File: config.mk
export PLATFORM = sky130hd
export DESIGN_NAME = uart_brg_gen_flat
export DESIGN_NICKNAME = d
export VERILOG_FILES = /design/src/rtl/uart_brg_gen_if.sv /design/src/rtl/uart_brg_gen.sv /design/src/flat_wrapper.sv
export SDC_FILE = /design/constraint.sdc
export NUM_CORES = 1
export LEC_CHECK = 0
export ABC_AREA = 1
export ABC_CLOCK_PERIOD_IN_PS = 2700
export BUFFER_PORTS_ARGS = -buffer_cell sky130_fd_sc_hd__buf_2
export CORE_UTILIZATION = 50
export CTS_BUF_LIST = sky130_fd_sc_hd__clkbuf_8
export CTS_CLUSTER_DIAMETER = 30
export CTS_CLUSTER_SIZE = 8
export DETAILED_ROUTE_END_ITERATION = 8
export GPL_TIMING_DRIVEN = 0
export PLACE_DENSITY = 0.75
export SKIP_LAST_GASP = 1
export SLEW_MARGIN = 15
export SYNTH_ARGS = -nofsm -noshare
export SYNTH_HDL_FRONTEND = slang
export SYNTH_SLANG_ARGS = --single-unit
File: constraint.sdc
create_clock -name clk -period 2.7 [get_ports clk]
set_clock_uncertainty 0.15 [all_clocks]
set_input_delay 0.27 -clock clk [delete_from_list [all_inputs] [get_ports clk]]
set_output_delay 0.27 -clock clk [all_outputs]
set_load 0.02 [all_outputs]
File: src/rtl/uart_brg_gen_if.sv
// SFR-side bus of the baud generator: SPBRG/SPBRGH write strobes, write data and readback.
interface uart_brg_gen_if;
  logic       brg_lo_wr_en;
  logic       brg_hi_wr_en;
  logic [7:0] brg_in;
  logic [7:0] brg_lo_out;
  logic [7:0] brg_hi_out;

  modport master (
    output brg_lo_wr_en,
    output brg_hi_wr_en,
    output brg_in,
    input  brg_lo_out,
    input  brg_hi_out
  );

  modport slave (
    input  brg_lo_wr_en,
    input  brg_hi_wr_en,
    input  brg_in,
    output brg_lo_out,
    output brg_hi_out
  );
endinterface

File: src/rtl/uart_brg_gen.sv
// UART baud-rate generator: SPBRGH:SPBRG divisor, SYNC/BRGH/BRG16 prescale, tx and rx strobes.
// Auto-baud measurement is built only when UART_BRG_AUTOBAUD_EN is defined.
module uart_brg_gen #(
  parameter int BRG_WIDTH = 16
) (
  input  logic          clk,
  input  logic          rst,
  uart_brg_gen_if.slave bus,
  input  logic          en,
  input  logic          sync,
  input  logic          brgh,
  input  logic          brg16,
  output logic          tx_shift_en,
  output logic          rx_sample_en,
  output logic          rx_os16,
  input  logic          rx_pin,
  input  logic          abd_start,
  output logic          abd_busy,
  output logic          abd_done,
  output logic          abd_ovf
);

  localparam logic HI_EN = (BRG_WIDTH == 16);

  logic [15:0] divisor;
  logic [15:0] div_next;
  logic [15:0] div_cnt;
  logic [15:0] abd_div;
  logic [5:0]  pre_cnt;
  logic [5:0]  pre_last;
  logic        base_tick;
  logic        pre_wrap;
  logic        rx_phase;
  logic        wr_any;
  logic        busy;
  logic        abd_load;

  always_comb begin
    pre_last = 6'd63;
    if (sync)
      pre_last = 6'd3;
    else if (brg16 && brgh)
      pre_last = 6'd3;
    else if (brg16 || brgh)
      pre_last = 6'd15;
  end

  assign base_tick = (div_cnt == divisor);
  assign pre_wrap  = (pre_cnt >= pre_last);
  // At P=64 the 16x strobe falls on every fourth base tick; at P=16 and P=4 on every one.
  assign rx_phase  = (pre_last == 6'd63) ? (pre_cnt[1:0] == 2'b11) : 1'b1;
  assign wr_any    = bus.brg_lo_wr_en | (bus.brg_hi_wr_en & HI_EN);

  // A register write always wins over an auto-baud load in the same cycle.
  always_comb begin
    div_next = divisor;
    if (abd_load)
      div_next = abd_div;
    if (bus.brg_lo_wr_en)
      div_next[7:0] = bus.brg_in;
    if (bus.brg_hi_wr_en && HI_EN)
      div_next[15:8] = bus.brg_in;
  end

  always_ff @(posedge clk or negedge rst) begin
    if (!rst)
      divisor <= '0;
    else
      divisor <= div_next;
  end

  always_ff @(posedge clk or negedge rst) begin
    if (!rst) begin
      div_cnt <= '0;
      pre_cnt <= '0;
    end else if (!en || wr_any || abd_load) begin
      div_cnt <= '0;
      pre_cnt <= '0;
    end else if (!busy) begin
      if (base_tick) begin
        div_cnt <= '0;
        pre_cnt <= pre_wrap ? 6'd0 : pre_cnt + 6'd1;
      end else begin
        div_cnt <= div_cnt + 16'd1;
      end
    end
  end

  assign tx_shift_en    = rst & en & ~busy & base_tick & pre_wrap;
  assign rx_sample_en   = rst & en & ~busy & base_tick & rx_phase;
  assign rx_os16        = rst & (pre_last != 6'd3);
  assign bus.brg_lo_out = divisor[7:0];
  assign bus.brg_hi_out = divisor[15:8];

`ifdef UART_BRG_AUTOBAUD_EN

  typedef enum logic [1:0] {
    ABD_IDLE,
    ABD_WAIT,
    ABD_MEASURE
  } abd_state_t;

  localparam logic [16:0] MEAS_MAX = 17'd1 << BRG_WIDTH;

  abd_state_t  state;
  abd_state_t  state_next;
  logic        rx_s1;
  logic        rx_s2;
  logic        rx_prev;
  logic        rx_fall;
  logic [8:0]  sub_cnt;
  logic [8:0]  sub_last;
  logic        sub_tick;
  logic [16:0] meas_cnt;
  logic [16:0] meas_inc;
  logic [2:0]  edge_cnt;
  logic        ovf_set;
  logic        done_q;
  logic        ovf_q;

  assign rx_fall  = rx_prev & ~rx_s2;
  // One measurement unit is 8*P cycles, so eight bit times of 0x55 yield N+1 units.
  assign sub_last = {pre_last, 3'b111};
  assign sub_tick = (sub_cnt >= sub_last);
  assign meas_inc = meas_cnt + {16'd0, sub_tick};
  assign abd_div  = (meas_inc == 17'd0) ? 16'd0 : 16'(meas_inc - 17'd1);
  assign busy     = (state != ABD_IDLE);

  always_comb begin
    state_next = state;
    abd_load   = 1'b0;
    ovf_set    = 1'b0;
    case (state)
      ABD_IDLE: begin
        if (abd_start)
          state_next = ABD_WAIT;
      end
      ABD_WAIT: begin
        if (rx_fall)
          state_next = ABD_MEASURE;
      end
      ABD_MEASURE: begin
        if (meas_inc > MEAS_MAX) begin
          ovf_set    = 1'b1;
          state_next = ABD_IDLE;
        end else if (rx_fall && edge_cnt == 3'd4) begin
          abd_load   = 1'b1;
          state_next = ABD_IDLE;
        end
      end
      default: state_next = ABD_IDLE;
    endcase
    if (wr_any) begin
      state_next = ABD_IDLE;
      abd_load   = 1'b0;
      ovf_set    = 1'b0;
    end
  end

  always_ff @(posedge clk or negedge rst) begin
    if (!rst) begin
      state    <= ABD_IDLE;
      rx_s1    <= 1'b0;
      rx_s2    <= 1'b0;
      rx_prev  <= 1'b0;
      sub_cnt  <= '0;
      meas_cnt <= '0;
      edge_cnt <= '0;
      done_q   <= 1'b0;
      ovf_q    <= 1'b0;
    end else begin
      state   <= state_next;
      rx_s1   <= rx_pin;
      rx_s2   <= rx_s1;
      rx_prev <= rx_s2;
      done_q  <= abd_load;
      if (state == ABD_IDLE && abd_start && !wr_any)
        ovf_q <= 1'b0;
      else if (ovf_set)
        ovf_q <= 1'b1;
      // The falling edge that leaves WAIT is the start bit, so it is edge number one.
      if (state == ABD_WAIT) begin
        sub_cnt  <= '0;
        meas_cnt <= '0;
        edge_cnt <= 3'd1;
      end else if (state == ABD_MEASURE) begin
        sub_cnt  <= sub_tick ? 9'd0 : sub_cnt + 9'd1;
        meas_cnt <= meas_inc;
        if (rx_fall)
          edge_cnt <= edge_cnt + 3'd1;
      end
    end
  end

  assign abd_busy = busy;
  assign abd_done = done_q;
  assign abd_ovf  = ovf_q;

`else

  logic unused_abd;

  assign busy       = 1'b0;
  assign abd_load   = 1'b0;
  assign abd_div    = 16'd0;
  assign abd_busy   = 1'b0;
  assign abd_done   = 1'b0;
  assign abd_ovf    = 1'b0;
  assign unused_abd = ^{rx_pin, abd_start};

`endif

endmodule

File: src/flat_wrapper.sv
// flat-port wrapper written by rule: the top's interface ports become plain ports
module uart_brg_gen_flat 
#(
  parameter int BRG_WIDTH = 16
)
  (clk, rst, en, sync, brgh, brg16, tx_shift_en, rx_sample_en, rx_os16, rx_pin, abd_start, abd_busy, abd_done, abd_ovf, bus_brg_lo_wr_en, bus_brg_hi_wr_en, bus_brg_in, bus_brg_lo_out, bus_brg_hi_out);
  uart_brg_gen_if bus_i ();
  input  logic clk;
  input  logic rst;
  input  logic en;
  input  logic sync;
  input  logic brgh;
  input  logic brg16;
  output logic tx_shift_en;
  output logic rx_sample_en;
  output logic rx_os16;
  input  logic rx_pin;
  input  logic abd_start;
  output logic abd_busy;
  output logic abd_done;
  output logic abd_ovf;
  input wire logic [$bits(bus_i.brg_lo_wr_en)-1:0] bus_brg_lo_wr_en;
  input wire logic [$bits(bus_i.brg_hi_wr_en)-1:0] bus_brg_hi_wr_en;
  input wire logic [$bits(bus_i.brg_in)-1:0] bus_brg_in;
  output wire logic [$bits(bus_i.brg_lo_out)-1:0] bus_brg_lo_out;
  output wire logic [$bits(bus_i.brg_hi_out)-1:0] bus_brg_hi_out;
  assign bus_i.brg_lo_wr_en = bus_brg_lo_wr_en;
  assign bus_i.brg_hi_wr_en = bus_brg_hi_wr_en;
  assign bus_i.brg_in = bus_brg_in;
  assign bus_brg_lo_out = bus_i.brg_lo_out;
  assign bus_brg_hi_out = bus_i.brg_hi_out;
  uart_brg_gen #(.BRG_WIDTH(BRG_WIDTH)) u_core (.clk(clk), .rst(rst), .bus(bus_i), .en(en), .sync(sync), .brgh(brgh), .brg16(brg16), .tx_shift_en(tx_shift_en), .rx_sample_en(rx_sample_en), .rx_os16(rx_os16), .rx_pin(rx_pin), .abd_start(abd_start), .abd_busy(abd_busy), .abd_done(abd_done), .abd_ovf(abd_ovf));
endmodule
==> results.md <==
STA:
- Counting I/O delays and the setup requirement, the final critical path takes 2.26 ns.
- In the finished design, the share of the clock period the worst path needs comes to 83.8%.
- The final hold slack is 0.0737 ns.
- The final-report max-slew violation count is 0.
- The post-route setup TNS is 0 ns.
- Setup repair after global routing left no endpoint under its margin.
- The count of final hold-check violations was 0.
- Based on the critical path, the design can be clocked at up to 442 MHz.
- For the pin with the worst max-slew slack, the measured transition is 0.544 ns.
- The final setup violation count is 0.
- The worst pin sits at a relative slew slack of 63.7%.

Synthesis:
- The total number of yosys warnings is 0.
- The average footprint of a synthesized cell is 7.13 µm².
- The number of distinct library cells after synthesis is 23.
- Of the synthesized area, sequential elements account for 42.2%.
- The total of flip-flops plus latches after synthesis is 38.
- The synthesized area is 2250 µm².
- Synthesis produced a netlist whose cell count is 316.

Setup path:
- The worst register-to-register path begins at u_core.div_cnt[0].
- The kind of start point of the critical path is a primary input.
- The worst path arrival time is 1.84 ns.
- The worst setup path is captured at an output pin.
- The internal reg-to-reg setup slack is 0.87 ns.
- The destination of the worst register-to-register timing path is u_core.div_cnt[14].
- Along the worst path, the maximum fanout reaches 40.
- The critical path is of the in -> out type.
- For the worst setup path, the data required time is 2.28 ns.
- The path depth of the worst reg2reg path is 8.

Drt:
- For this run, design rule violations remaining after detail routing come to 0.
- The detailed router placed 2005 vias in this run.
- After detailed routing, the average wire length per cell comes to 11.6 µm.
- The final layout contains routed wiring with a total length of 4770 µm.
- The number of violations reported at the end of detailed-routing iteration 0 is 119.
- For this run, the detailed router's first-pass iteration total came to 5.
- The detailed-route vias per instance is 4.87.
- The count of nets left with antenna violations once routing finished came out at 0.

Global routing:
- The first-pass GRT wire length is 8380 µm.
- The number of antenna violations at the first check in global routing is 0.
- The via count of the first global-routing pass is 1882.
- The total overflow left after global routing is 0.
- The pin count of the biggest net entering global routing is 41.
- The overall track demand over capacity in global routing is 22.0%.

Floorplan:
- From bottom edge to top edge, the die measures 69.1 µm.
- The die covers 4780 µm².
- The initial utilization of the core area, before any placement, comes to 51.7%.
- The core box area is 4350 µm².
- The number of ports placed on the die boundary is 40.
- The floorplan row count is 24.
- The floorplan step set the die width to 69.1 µm.

Final layout:
- At the end of the flow the core is filled with cells to 59.3%.
- The share of cells above drive strength 1 is 15.0%.
- The layout has 389 filler cells.
- The count of cells in the finished layout, fillers not included, comes to 412.
- The layout-stage area growth over the synthesis result is 14.7%.
- The repair_antennas step left the layout with diodes totalling 0.
- The final layout net count is 384.

Pwr:
- The analysis attributes to cell leakage a power of 1.38 nW.
- In this run the power density over the cells is 444 nW/µm².
- IR analysis of the VDD net gives a maximum drop of 0.285 mV.

Min path:
- In this run the most critical hold path is launched from bus_brg_in[7].
- In this run the worst hold path is classified as in -> reg.
- For hold timing, the worst endpoint is u_core.divisor[7].
- The hold path depth is 3.

Clocking:
- The total CTS buffers is 5.
- The clock transition at the register clock pins on the worst setup and hold paths after CTS is 0.07 ns.
- Clock latency on the worst-skew pair, taken at its later pin, is 0.29 ns.
- The deepest clock path buffer count is 2.
- The H-tree was split into 2 levels.
- The number of setup buffers added after CTS is 0.
- The clock tree from TritonCTS is done.
- Counting every sink on the clock net gives 38.
- The root buffer cell is sky130_fd_sc_hd__clkbuf_8.

Placed design:
- During placement, the flow inserted port buffers numbering 34.
- The final weighted congestion in routability-driven placement is 0.816.
- The half-perimeter wire length after placement is 3660 µm.
- The cell count after placement is 404.

Run status:
- The run finished with clean final reports.

Job:
- Across the run, the number of max-cap violations was 0.
worst max-delay path: stages:
cell	delay, ns
sky130_fd_sc_hd__dlygate4sd3_1	0.52
sky130_fd_sc_hd__clkbuf_4	0.48
sky130_fd_sc_hd__nand2_1	0.18
sky130_fd_sc_hd__nor3_2	0.19
sky130_fd_sc_hd__buf_2	0.18
power by group:
group          internal (W)  switching (W)  leakage (nW)  total [W]
Sequential         0.000591      0.0000170         0.501   0.000608
Clock              0.000170       0.000193        0.0466   0.000364
Combinational     0.0000568       0.000117         0.827   0.000174
per-layer routing:
layer  global-route usage, %  part of all wire, %  vias up
met5                       0                    0        -
met2                    34.1                   45       40
met4                    7.94                 0.84        0
met3                    4.53                  3.6        6
met1                    30.5                   50      917
li1                        -                    -     1042
metrics by stage:
step                      setup slack (ns)  power, W  area [µm²]
after floorplan                      0.814  0.000723        2260
after global placement               0.655  0.000790        2490
after detailed placement             0.607  0.000794        2490
after CTS                            0.124   0.00115        2580
after global routing                 0.238   0.00120        2580
final                                0.438   0.00115        2580
cell usage in the layout, fill, tap and decap left out:
master | synthesis | final
sky130_fd_sc_hd__inv_2 | 2 | 2
sky130_fd_sc_hd__ha_1 | 6 | 6
sky130_fd_sc_hd__buf_6 | 2 | 2
sky130_fd_sc_hd__inv_1 | 46 | 48
sky130_fd_sc_hd__nor2_2 | 1 | 1
sky130_fd_sc_hd__a21oi_1 | 1 | 1
sky130_fd_sc_hd__nor2_4 | 2 | 2
sky130_fd_sc_hd__buf_2 | 0 | 33
sky130_fd_sc_hd__xor2_1 | 12 | 12
sky130_fd_sc_hd__nand4_1 | 9 | 9
sky130_fd_sc_hd__dlygate4sd3_1 | 0 | 1
sky130_fd_sc_hd__xnor2_1 | 2 | 2
sky130_fd_sc_hd__clkinv_1 | 1 | 1
sky130_fd_sc_hd__dfrtp_1 | 38 | 38
sky130_fd_sc_hd__clkbuf_4 | 0 | 1
sky130_fd_sc_hd__nor2_1 | 43 | 43
sky130_fd_sc_hd__nor3_1 | 1 | 1
sky130_fd_sc_hd__nand3_1 | 14 | 14
sky130_fd_sc_hd__clkbuf_8 | 0 | 5
sky130_fd_sc_hd__o21ai_0 | 19 | 19
sky130_fd_sc_hd__nand2_1 | 106 | 106
sky130_fd_sc_hd__buf_4 | 3 | 3
sky130_fd_sc_hd__nand2_2 | 2 | 2
sky130_fd_sc_hd__conb_1 | 1 | 3
sky130_fd_sc_hd__clkbuf_1 | 2 | 2
sky130_fd_sc_hd__nand2_4 | 1 | 1
sky130_fd_sc_hd__nor3_2 | 2 | 2
cell families (layout without fill, tap and decap cells):
| family | count (synthesis) | after routing | share of synthesized area [%] |
|---|---|---|---|
| AO/OA/AOI/OAI | 20 | 20 | 4.44 |
| XOR/XNOR | 14 | 14 | 5.44 |
| adder cells (fa/ha/maj) | 6 | 6 | 3.33 |
| buffers and inverters | 56 | 98 | 10.5 |
| flip-flops | 38 | 38 | 42.2 |
| other | 1 | 3 | 0.167 |
| AND/OR/NAND/NOR | 181 | 181 | 33.9 |
final cells by class:
class                      count  area [µm²]  area share (%)
buffer                         7        52.6            2.03
clock buffer                   5        68.8            2.66
clock inverter                 2        7.51           0.291
inverter                      49         184            7.12
multi-input combinational    224        1070            41.5
sequential                    38         951            36.8
tap                           52        65.1            2.52
timing repair buffer          35         183            7.07
registers in the layout (all words and copies together) (netlist names):
name            cells
u_core.div_cnt     16
u_core.divisor     16
u_core.pre_cnt      6
cell usage after synthesis:
cell / number / area share [%]
sky130_fd_sc_hd__nand2_1: 106 / 18
sky130_fd_sc_hd__inv_1: 46 / 7.7
sky130_fd_sc_hd__nor2_1: 43 / 7.2
sky130_fd_sc_hd__dfrtp_1: 38 / 42
sky130_fd_sc_hd__o21ai_0: 19 / 4.2
sky130_fd_sc_hd__nand3_1: 14 / 3.1
sky130_fd_sc_hd__xor2_1: 12 / 4.7
sky130_fd_sc_hd__nand4_1: 9 / 2.5
sky130_fd_sc_hd__ha_1: 6 / 3.3
sky130_fd_sc_hd__buf_4: 3 / 1.0
sky130_fd_sc_hd__buf_6: 2 / 1.0
sky130_fd_sc_hd__clkbuf_1: 2 / 0.33
sky130_fd_sc_hd__inv_2: 2 / 0.33
sky130_fd_sc_hd__nand2_2: 2 / 0.56
sky130_fd_sc_hd__nor2_4: 2 / 1.0
sky130_fd_sc_hd__nor3_2: 2 / 0.89
sky130_fd_sc_hd__xnor2_1: 2 / 0.78
sky130_fd_sc_hd__a21oi_1: 1 / 0.22
sky130_fd_sc_hd__clkinv_1: 1 / 0.17
sky130_fd_sc_hd__conb_1: 1 / 0.17
sky130_fd_sc_hd__nand2_4: 1 / 0.50
sky130_fd_sc_hd__nor2_2: 1 / 0.28
sky130_fd_sc_hd__nor3_1: 1 / 0.22
how the worst max path moves through the flow:
stage / end / cells after the start / from / slack [ns]
2_1_floorplan: rx_sample_en / 9 / u_core.divisor[12] / 0.81
3_3_place_gp: tx_shift_en / 11 / brgh / 0.66
3_5_place_dp: tx_shift_en / 11 / brg16 / 0.61
4_1_cts: rx_sample_en / 5 / rst / 0.12
5_1_grt: rx_sample_en / 5 / rst / 0.24
6_report: rx_sample_en / 5 / rst / 0.44
timing repair:
| item | in CTS | in global routing |
|---|---|---|
| hold buffers | 1 | 0 |
| resized for setup | 0 | 1 |
| hold endpoints to repair | 38 | 0 |
| endpoints found under the setup margin | 0 | 2 |
No activity file was read; power rests on OpenSTA's default activity.
